==> src/rtl/mci_mcu_trace_trigger.sv <==
// MCU trace trigger: registers the raw core trace port and gates packets
// into the trace buffer under a free-run or arm/trigger/post-trigger policy.
module mci_mcu_trace_trigger #(
  parameter int POST_CNT_WIDTH = 16
) (
  input  logic                      clk,
  input  logic                      rst_b,
  input  logic                      debug_en,
  input  logic                      cfg_trig_en,
  input  logic                      cfg_arm,
  input  logic                      cfg_disarm,
  input  logic [31:0]               cfg_trig_addr,
  input  logic [31:0]               cfg_trig_mask,
  input  logic                      cfg_trig_on_exc,
  input  logic [POST_CNT_WIDTH-1:0] cfg_post_count,
  input  logic [31:0]               mcu_trace_rv_i_insn_ip,
  input  logic [31:0]               mcu_trace_rv_i_address_ip,
  input  logic [31:0]               mcu_trace_rv_i_tval_ip,
  input  logic                      mcu_trace_rv_i_valid_ip,
  input  logic                      mcu_trace_rv_i_exception_ip,
  input  logic                      mcu_trace_rv_i_interrupt_ip,
  input  logic [4:0]                mcu_trace_rv_i_ecause_ip,
  output logic [31:0]               trace_o_insn,
  output logic [31:0]               trace_o_address,
  output logic [31:0]               trace_o_tval,
  output logic                      trace_o_valid,
  output logic                      trace_o_exception,
  output logic                      trace_o_interrupt,
  output logic [4:0]                trace_o_ecause,
  output logic [1:0]                state,
  output logic                      triggered,
  output logic [POST_CNT_WIDTH-1:0] post_remaining,
  output logic [31:0]               fwd_count
);

  typedef enum logic [1:0] {
    IDLE  = 2'd0,
    ARMED = 2'd1,
    POST  = 2'd2,
    DONE  = 2'd3
  } state_e;

  state_e                    state_q, state_d;
  logic                      trig_q, trig_d;
  logic [POST_CNT_WIDTH-1:0] post_q, post_d;
  logic [31:0]               fwd_cnt_q, fwd_cnt_d;
  logic                      valid_q;
  logic [31:0]               insn_q, addr_q, tval_q;
  logic                      exc_q, intr_q;
  logic [4:0]                ecause_q;
  logic                      fwd;
  logic                      addr_hit;
  logic                      match;

  assign addr_hit =
    (mcu_trace_rv_i_address_ip & cfg_trig_mask) ==
    (cfg_trig_addr & cfg_trig_mask);
  assign match = mcu_trace_rv_i_valid_ip &
    (addr_hit | (cfg_trig_on_exc & mcu_trace_rv_i_exception_ip));

  // Forward decision and FSM next state, judged on the pre-transition state
  always_comb begin
    fwd     = 1'b0;
    state_d = state_q;
    trig_d  = trig_q;
    post_d  = post_q;
    if (!debug_en) begin
      state_d = IDLE;
      trig_d  = 1'b0;
      post_d  = '0;
    end else if (!cfg_trig_en) begin
      fwd     = mcu_trace_rv_i_valid_ip;
      state_d = IDLE;
    end else begin
      fwd = mcu_trace_rv_i_valid_ip &
        ((state_q == ARMED) | (state_q == POST));
      if (cfg_disarm) begin
        state_d = IDLE;
        trig_d  = 1'b0;
        post_d  = '0;
      end else if (cfg_arm) begin
        state_d = ARMED;
        trig_d  = 1'b0;
        post_d  = '0;
      end else begin
        unique case (state_q)
          ARMED: begin
            if (match) begin
              trig_d = 1'b1;
              if (cfg_post_count == '0) begin
                state_d = DONE;
              end else begin
                post_d  = cfg_post_count;
                state_d = POST;
              end
            end
          end
          POST: begin
            if (mcu_trace_rv_i_valid_ip) begin
              post_d = post_q - POST_CNT_WIDTH'(1);
              if (post_q == POST_CNT_WIDTH'(1)) begin
                state_d = DONE;
              end
            end
          end
          default: ;
        endcase
      end
    end
  end

  // Saturating count of packets handed to the buffer
  always_comb begin
    fwd_cnt_d = fwd_cnt_q;
    if (fwd && (fwd_cnt_q != 32'hFFFF_FFFF)) begin
      fwd_cnt_d = fwd_cnt_q + 32'd1;
    end
  end

  // Control state registers
  always_ff @(posedge clk or negedge rst_b) begin
    if (!rst_b) begin
      state_q   <= IDLE;
      trig_q    <= 1'b0;
      post_q    <= '0;
      fwd_cnt_q <= '0;
      valid_q   <= 1'b0;
    end else begin
      state_q   <= state_d;
      trig_q    <= trig_d;
      post_q    <= post_d;
      fwd_cnt_q <= fwd_cnt_d;
      valid_q   <= fwd;
    end
  end

  // Packet fields load only on forward and hold otherwise
  always_ff @(posedge clk or negedge rst_b) begin
    if (!rst_b) begin
      insn_q   <= '0;
      addr_q   <= '0;
      tval_q   <= '0;
      exc_q    <= 1'b0;
      intr_q   <= 1'b0;
      ecause_q <= '0;
    end else if (fwd) begin
      insn_q   <= mcu_trace_rv_i_insn_ip;
      addr_q   <= mcu_trace_rv_i_address_ip;
      tval_q   <= mcu_trace_rv_i_tval_ip;
      exc_q    <= mcu_trace_rv_i_exception_ip;
      intr_q   <= mcu_trace_rv_i_interrupt_ip;
      ecause_q <= mcu_trace_rv_i_ecause_ip;
    end
  end

  assign trace_o_valid     = valid_q;
  assign trace_o_insn      = insn_q;
  assign trace_o_address   = addr_q;
  assign trace_o_tval      = tval_q;
  assign trace_o_exception = exc_q;
  assign trace_o_interrupt = intr_q;
  assign trace_o_ecause    = ecause_q;
  assign state             = state_q;
  assign triggered         = trig_q;
  assign post_remaining    = post_q;
  assign fwd_count         = fwd_cnt_q;

endmodule

==> config.mk <==
export PLATFORM = sky130hd
export DESIGN_NAME = mci_mcu_trace_trigger
export DESIGN_NICKNAME = d
export VERILOG_FILES = /design/src/rtl/mci_mcu_trace_trigger.sv
export SDC_FILE = /design/constraint.sdc
export NUM_CORES = 1
export LEC_CHECK = 0
export ABC_AREA = 1
export CAP_MARGIN = 20
export CORE_AREA = 2 2 134 136
export CTS_CLUSTER_SIZE = 8
export DETAILED_ROUTE_END_ITERATION = 8
export DIE_AREA = 0 0 136 138
export DONT_BUFFER_PORTS = 1
export PLACE_DENSITY = 0.7
export SKIP_LAST_GASP = 1
export SLEW_MARGIN = 20
export SYNTH_ARGS = -nofsm -noshare
export SYNTH_HDL_FRONTEND = slang
export SYNTH_SLANG_ARGS = --single-unit
==> constraint.sdc <==
create_clock -name clk -period 2.9 [get_ports clk]
set_input_delay 0.58 -clock clk [delete_from_list [all_inputs] [get_ports clk]]
set_output_delay 0.58 -clock clk [all_outputs]
set_load 0.05 [all_outputs]
Word level (Yosys, flattened, before mapping)
Cells that the tools add are included.
{"block": "totals", "regBits": 155, "output_inout_bits": 155, "input_bits": 191}
{"block": "op_classes", "bitwise": 7, "n_mux": 25, "addsub": 2, "reduce_logical": 5, "n_eq_ne": 16}
{"operator": "$mux W16", "count": 7}
{"operator": "$and A32 B32 Y32", "count": 2}
{"operator": "$add A32 B1 Y32 const B", "count": 1}
{"operator": "$eq A32 B32 Y1", "count": 1}
{"operator": "$ne A32 B32 Y1 const B", "count": 1}
{"operator": "$pmux W16 S2", "count": 1}
{"operator": "$eq A16 B1 Y1 const B", "count": 1}
{"operator": "$logic_not A16 Y1", "count": 1}
{"operator": "$sub A16 B1 Y16 const B", "count": 1}
{"operator": "$ne A5 B5 Y1 const B", "count": 3}
{"operator": "$mux W2", "count": 7}
{"operator": "$ne A6 B6 Y1 const B", "count": 2}
{"operator": "$mux W1", "count": 9}
{"operator": "$ne A4 B1 Y1 const B", "count": 2}
{"operator": "$ne A6 B2 Y1 const B", "count": 1}
{"operator": "$ne A6 B5 Y1 const B", "count": 1}
{"operator": "$ne A5 B1 Y1 const B", "count": 1}
{"operator": "$reduce_and A5 Y1", "count": 1}
{"operator": "$pmux W2 S2", "count": 1}
{"operator": "$reduce_and A4 Y1", "count": 1}
{"operator": "$and A1 B1 Y1", "count": 3}
{"operator": "$reduce_and A3 Y1", "count": 1}
{"operator": "$eq A2 B1 Y1 const B", "count": 1}
{"operator": "$eq A2 B2 Y1 const B", "count": 1}
{"operator": "other kinds (3)", "count": 4}

Longest topological paths before layout
Gate-level depths: netlist (run 1).
{"block": "logic_depth", "depth_word": 10, "mapped_depth": 15, "ltp_nobuf": 15}

Least setup slack after synthesis (run 1)
Ideal clock, no wire load.
{"block": "synth_path", "path_kind": "register to register", "startpoint": "register fwd_cnt_q[0], in the netlist fwd_count[0]", "endpoint": "register fwd_cnt_q[6], in the netlist fwd_count[6]", "path_stages_with_launch": 9, "n_path_buf": 1, "arrival_ps": 1994, "required_time_ps": 2753, "synth_period_minus_slack_ps": 2141, "setup_time_ps": 147, "setup_slack_ps": 759, "cell_sequence": "dfrtp_1 > ha_1 > nand3_1 > nor4_2 > nand2_2 > nand2_4 > buf_12 > nor2_2 > xor2_1"}
{"block": "synth_between", "elab_chain_len": 2, "elab_cells_between_ends": 3}
{"element": "from (decl)", "line_no": "46", "source": "logic [31:0] fwd_cnt_q, fwd_cnt_d;"}
{"element": "from (signal assigned)", "line_no": "132", "source": "fwd_cnt_q <= fwd_cnt_d;"}
{"element": "branches (longest 2 deep; another with $add A32 B1 Y32)"}
Parallel ways; which one is timed is not known.
A chain may end at the register's enable or synchronous reset.

Worst setup path after layout (run 1)
{"block": "layout_path", "startpoint": "register fwd_cnt_q[10], in the netlist fwd_count[10]", "endpoint": "register fwd_cnt_q[12], in the netlist fwd_count[12]"}
Same word-level chain as after synthesis.

==> qor.yml, run 1 <==
hold_path:
  hold_class: "input pin to asynchronous set/reset pin"
clocking:
  cts_buffers: 17
  cts_buffer_depth: 2
  path_clk_slew_ns: 0.07
  htree_levels: 4
  cts_root_buffer: "clkbuf_16"
  cts_tree: "done"
  insertion_delay_ns: 0.42
  cts_sinks: 155
pwr:
  netSwitchingFraction_pct: 41.4
  seq_power_share_pct: 56.2
  ir_worst_vdd_mv: 0.403
  share_comb_of_total_power_pct: 10.5
  p_int_mw: 3.82
  clockPowerShare_pct: 33.3
  leakagePower_nw: 4.61
  switching_power_mw: 2.70
  powerDensity_mw_per_mm2: 751
drt:
  drc: 0
  wl_per_cell_um: 17.0
  viasPerCell: 5.08
  ant_nets: 0
  wl_um: 21600
  dr.pass1.iters: 6
  dr.first_iter.drc_count: 343
  num_vias: 6456
floorplan:
  core_area_mm2: 0.0175
  die_w_um: 136
  io_pins: 346
  rows: 49
  die_y_um: 138
  start_util_pct: 44.0
  die_area_mm2: 0.0188
sta:
  timing.final.hold_violations: 155
  slew-limit-headroom_pct: 42.3
  final.setup.tns_ns: 0
  rsz0062_at_grt: "no"
  fin_skew_ns: 0.0113
  finalMaxSlewViolations: 0
  worst_slack_ns: 0.597
  setup_viol: 0
  max_freq_mhz: 434
  worstMarginPinSlew_ns: 0.866
  min_period_over_period_pct: 79.4
  min_period_ns: 2.30
  holdWs_ns: -0.155
setup_path:
  critPathLaunch: "fwd_count[10]$_DFFE_PN0P_"
  required_ns: 3.19
  cp.arrival_ns: 2.59
  r2r-start: "fwd_count[10]$_DFFE_PN0P_"
  crit_fanout: 19
  worstSetupStartpointType: "register"
  cp-end-kind: "register"
  timing.rr.end: "fwd_count[12]$_DFFE_PN0P_"
  reg2reg_depth: 8
  cp-endpoint: "fwd_count[12]$_DFFE_PN0P_"
  reg2reg_slack_ns: 0.60
  worstSetupPathType: "register to register"
synth:
  synth_edf_count: 0
  synth_cell_types: 39
  synth_area_leader_cell: "dfrtp_1"
  async_flop_share_pct: 100
  synthCells: 1013
  ys_seq_area_share_pct: 50.3
  syn_area_mm2: 0.00772
  yosysMostFrequentCell: "nand2_1"
  synth_top_area_share_pct: 50.3
  avgSynthCellArea_um2: 7.62
  yosys_warnings: 0
  synth_nets: 1209
  ys.flop_type: "dfrtp_1"
  yosys-top-cells-area: "dfrtp_1 50%, nand2_1 22%, inv_1 4.5%"
  ys_ff_latch: 155
  netlist_top_cells_count: "443 x nand2_1, 155 x dfrtp_1, 93 x inv_1"
grt:
  track_usage_pct: 23.4
  grt_pass1_vias: 6601
  grt_max_degree: 156
  grt_overflow: 0
  antenna_found_initial: 0
  grt_first_pass_wirelength_um: 34300
finish:
  syn2layout_area_growth_pct: 12.3
  fin_nets: 1225
  final_core_util_pct: 49.4
  multi_input_area_mm2: 0.00335
  seqCellArea_mm2: 0.00388
  antenna_cells: 0
  stdcell_area_mm2: 0.00867
  fill_cells: 1725
  drive_gt1_share_pct: 8.35
outcome:
  violations: "hold timing"
  status: "finished, violations left"
placed_design:
  hpwl_um: 16300
  post-place-ws_ns: 0.242
  place_area_mm2: 0.00809
  routabilityCongestion: 0.868
  port_buffers: 0
run:
  drv_cap: 0
[placed cells by master (no fill, tap or decap), types with 6 or more instances in the layout]
master | Yosys | final
a21oi_1 | 7 | 7
buf_4 | 0 | 26
clkbuf_16 | 0 | 17
dfrtp_1 | 155 | 155
inv_1 | 93 | 93
inv_6 | 0 | 6
nand2_1 | 443 | 443
nand3_1 | 54 | 53
nand3b_1 | 6 | 6
nand4_1 | 13 | 13
nor2_1 | 63 | 63
nor2_2 | 9 | 9
nor3_1 | 12 | 12
o21ai_0 | 48 | 48
xnor2_1 | 8 | 8
xor2_1 | 27 | 27
[critical path, stage by stage, from the launching register on]
cell and delay, ns:
dfrtp_1 0.70, nand2_1 0.21, nor3_1 0.19, nand2_1 0.09
nor4_2 0.32, nand2_2 0.11, nand2_4 0.24, nor3_1 0.14
xor2_1 0.16
[metal layers]
layer | track usage, % | vias up | share of wire [%]
li1 | - | 3187 | -
met1 | 26.5 | 2964 | 38
met2 | 40.5 | 269 | 51
met3 | 7.81 | 36 | 8.0
met4 | 8.83 | 0 | 2.8
met5 | 0 | - | 0
[cells by family after synthesis]
| logic type | after synthesis | synth area share (%) |
|---|---|---|
| AND/OR/NAND/NOR | 621 | 33.5 |
| flip-flops | 155 | 50.3 |
| buffers and inverters | 127 | 6.52 |
| AO/OA/AOI/OAI | 70 | 4.91 |
| XOR/XNOR | 35 | 3.97 |
| adder cells (fa/ha/maj) | 5 | 0.811 |
[registers in the layout (all words and copies together), names as in the netlist]
signal             count
state                  2
trace_o_valid          1
trace_o_tval          32
triggered              1
trace_o_interrupt      1
post_remaining        16
trace_o_ecause         5
trace_o_address       32
trace_o_exception      1
fwd_count             32
trace_o_insn          32
[cell type report]
type / instances / area share, %
repair buffers: 27 / 2.48
inverters: 97 / 4.20
flip-flops and latches: 155 / 44.7
clock buffers: 17 / 4.91
clock inverters: 15 / 1.73
well taps: 229 / 3.31
multi-input cells: 731 / 38.6
[worst min path at each step]
stage / to / slack, ns / depth (start not counted)
after global routing: fwd_count[16]$_DFFE_PN0P_ / -0.18 / 0
final: post_remaining[13]$_DFFE_PN0P_ / -0.15 / 0
after global placement: fwd_count[16]$_DFFE_PN0P_ / 0.29 / 0
after floorplan: fwd_count[0]$_DFFE_PN0P_ / 0.28 / 0
after CTS: fwd_count[15]$_DFFE_PN0P_ / -0.18 / 0
after detailed placement: fwd_count[15]$_DFFE_PN0P_ / 0.29 / 0
[repair_timing]
action                                 CTS  global route
resized for setup                        0             0
setup buffers                            0             0
endpoints found under the hold margin  155           155
[per-stage QoR]
step / instances / hold slack, ns / total power, mW
6_report: 1271 / -0.155 / 6.51
5_1_grt: 1271 / -0.184 / 6.79
4_1_cts: 1271 / -0.179 / 6.59
3_5_place_dp: 1239 / 0.288 / 4.40
3_3_place_gp: 1239 / 0.288 / 4.37
2_1_floorplan: 1013 / 0.284 / 4.13
[power by group through the flow]
stage	Clock, mW	Sequential, mW	Combinational (mW)
after floorplan	0	3.69	0.444
after global placement	0	3.70	0.665
after detailed placement	0	3.71	0.687
after CTS	2.23	3.67	0.690
after global routing	2.30	3.69	0.793
final	2.17	3.66	0.683
Note: power is estimated with default switching activity, not from simulation.
==> run 2, diff against run 1 <==
==> constraint.sdc (replaced) <==
create_clock -name clk -period 2.3 [get_ports clk]
set_input_delay 0.46 -clock clk [delete_from_list [all_inputs] [get_ports clk]]
set_output_delay 0.46 -clock clk [all_outputs]
set_load 0.05 [all_outputs]
==> run 2 against run 1 <==
Flip-flop and latch count unchanged. Setup slack got worse by 0.31 ns. Largest cell class unchanged. The flow still finishes with violations (hold timing). Via count rose by 2.4%. Final area grew 3.1%. Sequential power is 24% higher. Power up 31%. Wire length rose by 1.4%. Global-route usage grew 0.34 points. Non-clock buffer count increased by 26. Sequential share of layout area fell by 1.4 points.
==> qor.yml, run 2 (same netlist as run 1, synthesis figures left out) <==
placed_design:
  routabilityCongestion: 0.861
  hpwl_um: 16600
  port_buffers: 0
setup_path:
  reg2reg_depth: 10
  worstSetupPathType: "register to register"
  crit_fanout: 19
  cp.arrival_ns: 2.33
  required_ns: 2.62
  worstSetupStartpointType: "register"
  r2r-start: "state[0]$_DFFE_PN0P_"
  critPathLaunch: "state[0]$_DFFE_PN0P_"
  cp-end-kind: "register"
grt:
  antenna_found_initial: 0
  grt_pass1_vias: 6682
  track_usage_pct: 23.7
  grt_overflow: 0
  grt_max_degree: 156
  grt_first_pass_wirelength_um: 34700
pwr:
  netSwitchingFraction_pct: 39.2
  seq_power_share_pct: 53.0
  switching_power_mw: 3.36
  ir_worst_vdd_mv: 0.498
  p_int_mw: 5.19
  share_comb_of_total_power_pct: 11.5
  leakagePower_nw: 4.79
  powerDensity_mw_per_mm2: 956
  clockPowerShare_pct: 35.5
sta:
  worstMarginPinSlew_ns: 0.639
  setup_viol: 0
  min_period_over_period_pct: 87.5
  rsz0062_at_grt: "no"
  holdWs_ns: -0.275
  max_freq_mhz: 497
  fin_skew_ns: 0.0138
  finalMaxSlewViolations: 0
  final.setup.tns_ns: 0
  timing.final.hold_violations: 155
  min_period_ns: 2.01
  slew-limit-headroom_pct: 57.4
hold_path:
  hold_class: "input pin to asynchronous set/reset pin"
clocking:
  cts_tree: "done"
  cts_buffers: 17
  cts_resized: 0
  insertion_delay_ns: 0.43
  cts_root_buffer: "clkbuf_16"
  cts_sinks: 155
  cts_buffer_depth: 2
  path_clk_slew_ns: 0.07
  htree_levels: 4
  cts_setup_buffers: 0
floorplan:
  die_w_um: 136
  core_area_mm2: 0.0175
  rows: 49
  start_util_pct: 44.0
  die_area_mm2: 0.0188
  io_pins: 346
  die_y_um: 138
drt:
  drc: 0
  dr.first_iter.drc_count: 381
  dr.pass1.iters: 5
  num_vias: 6614
  wl_per_cell_um: 16.9
  wl_um: 21900
  viasPerCell: 5.10
  ant_nets: 0
finish:
  fill_cells: 1702
  syn2layout_area_growth_pct: 15.9
  antenna_cells: 0
  fin_nets: 1251
  drive_gt1_share_pct: 10.6
  layout_common_cells: "443 x nand2_1, 155 x dfrtp_1, 93 x inv_1"
  mostFrequentLayoutCell: "nand2_1"
outcome:
  status: "finished, violations left"
  violations: "hold timing"
run:
  drv_cap: 0
==> run 2: cell types whose count changed in the layout (fill, tap and decap cells not counted) <==
cell | previous run | this run
buf_4 | 26 | 51
bufinv_16 | 0 | 3
clkinvlp_4 | 3 | 0
clkinv_4 | 1 | 3
inv_6 | 6 | 4
buf_12 | 1 | 2
clkbuf_8 | 0 | 1
clkinv_8 | 2 | 1
==> run 2: area by class of cell <==
cell class | count | area (µm²) | area share [%]
inverters | 97 | 364 | 4.07
multi-input cells | 731 | 3350 | 37.4
well taps | 229 | 287 | 3.20
clock buffers | 18 | 439 | 4.91
repair buffers | 53 | 423 | 4.73
clock inverters | 14 | 201 | 2.25
flip-flops and latches | 155 | 3880 | 43.4
==> run 2: critical path, cell delays in order (launching register included) <==
cell     delay (ns)
dfrtp_1        0.34
inv_1          0.04
ha_1           0.30
nand2_1        0.11
nand3_4        0.12
inv_2          0.13
nand2_4        0.17
nor3_1         0.43
nand2_1        0.12
nand2_1        0.08
nand2_1        0.05
==> run 2: power groups by stage <==
stage | clock, mW | combinational [mW] | sequential, mW
after floorplan | 0 | 0.560 | 4.65
after global placement | 0 | 0.968 | 4.58
after detailed placement | 0 | 0.993 | 4.59
after CTS | 3.09 | 0.996 | 4.54
after global routing | 3.22 | 1.12 | 4.56
final | 3.03 | 0.985 | 4.53
==> run 2: through the flow <==
| step | area (µm²) | instances | utilization (%) | worst slack [ns] | total power [mW] |
|---|---|---|---|---|---|
| 3_5_place_dp | 8300 | 1265 | 47.3 | 0.0709 | 5.58 |
| 2_1_floorplan | 7720 | 1013 | - | 0.159 | 5.21 |
| 3_3_place_gp | 8300 | 1265 | 47.3 | 0.0981 | 5.55 |
| 6_report | 8940 | 1297 | 51.0 | 0.287 | 8.55 |
| 4_1_cts | 8940 | 1297 | 51.0 | 0.297 | 8.63 |
| 5_1_grt | 8940 | 1297 | 51.0 | 0.0883 | 8.91 |
==> run 2: metal layers <==
layer | up-vias | GRT usage (%) | routed length [µm]
met5 | - | 0 | 0
met4 | 0 | 8.55 | 634
met3 | 37 | 7.77 | 1780
met2 | 279 | 41.0 | 11100
met1 | 3063 | 27.2 | 8320
li1 | 3235 | - | -
==> run 2: worst paths after layout <==
| path | endpoint | slack, ns |
|---|---|---|
| max | fwd_count[16]$_DFFE_PN0P_ | 0.29 |
| max reg2reg | fwd_count[16]$_DFFE_PN0P_ | 0.29 |
| max in group asynchronous | trace_o_insn[31]$_DFFE_PN0P_ | 2.34 |
| min | fwd_count[19]$_DFFE_PN0P_ | -0.27 |
| min reg2reg | fwd_count[15]$_DFFE_PN0P_ | 0.52 |
| min in group clk | trace_o_insn[21]$_DFFE_PN0P_ | 0.14 |
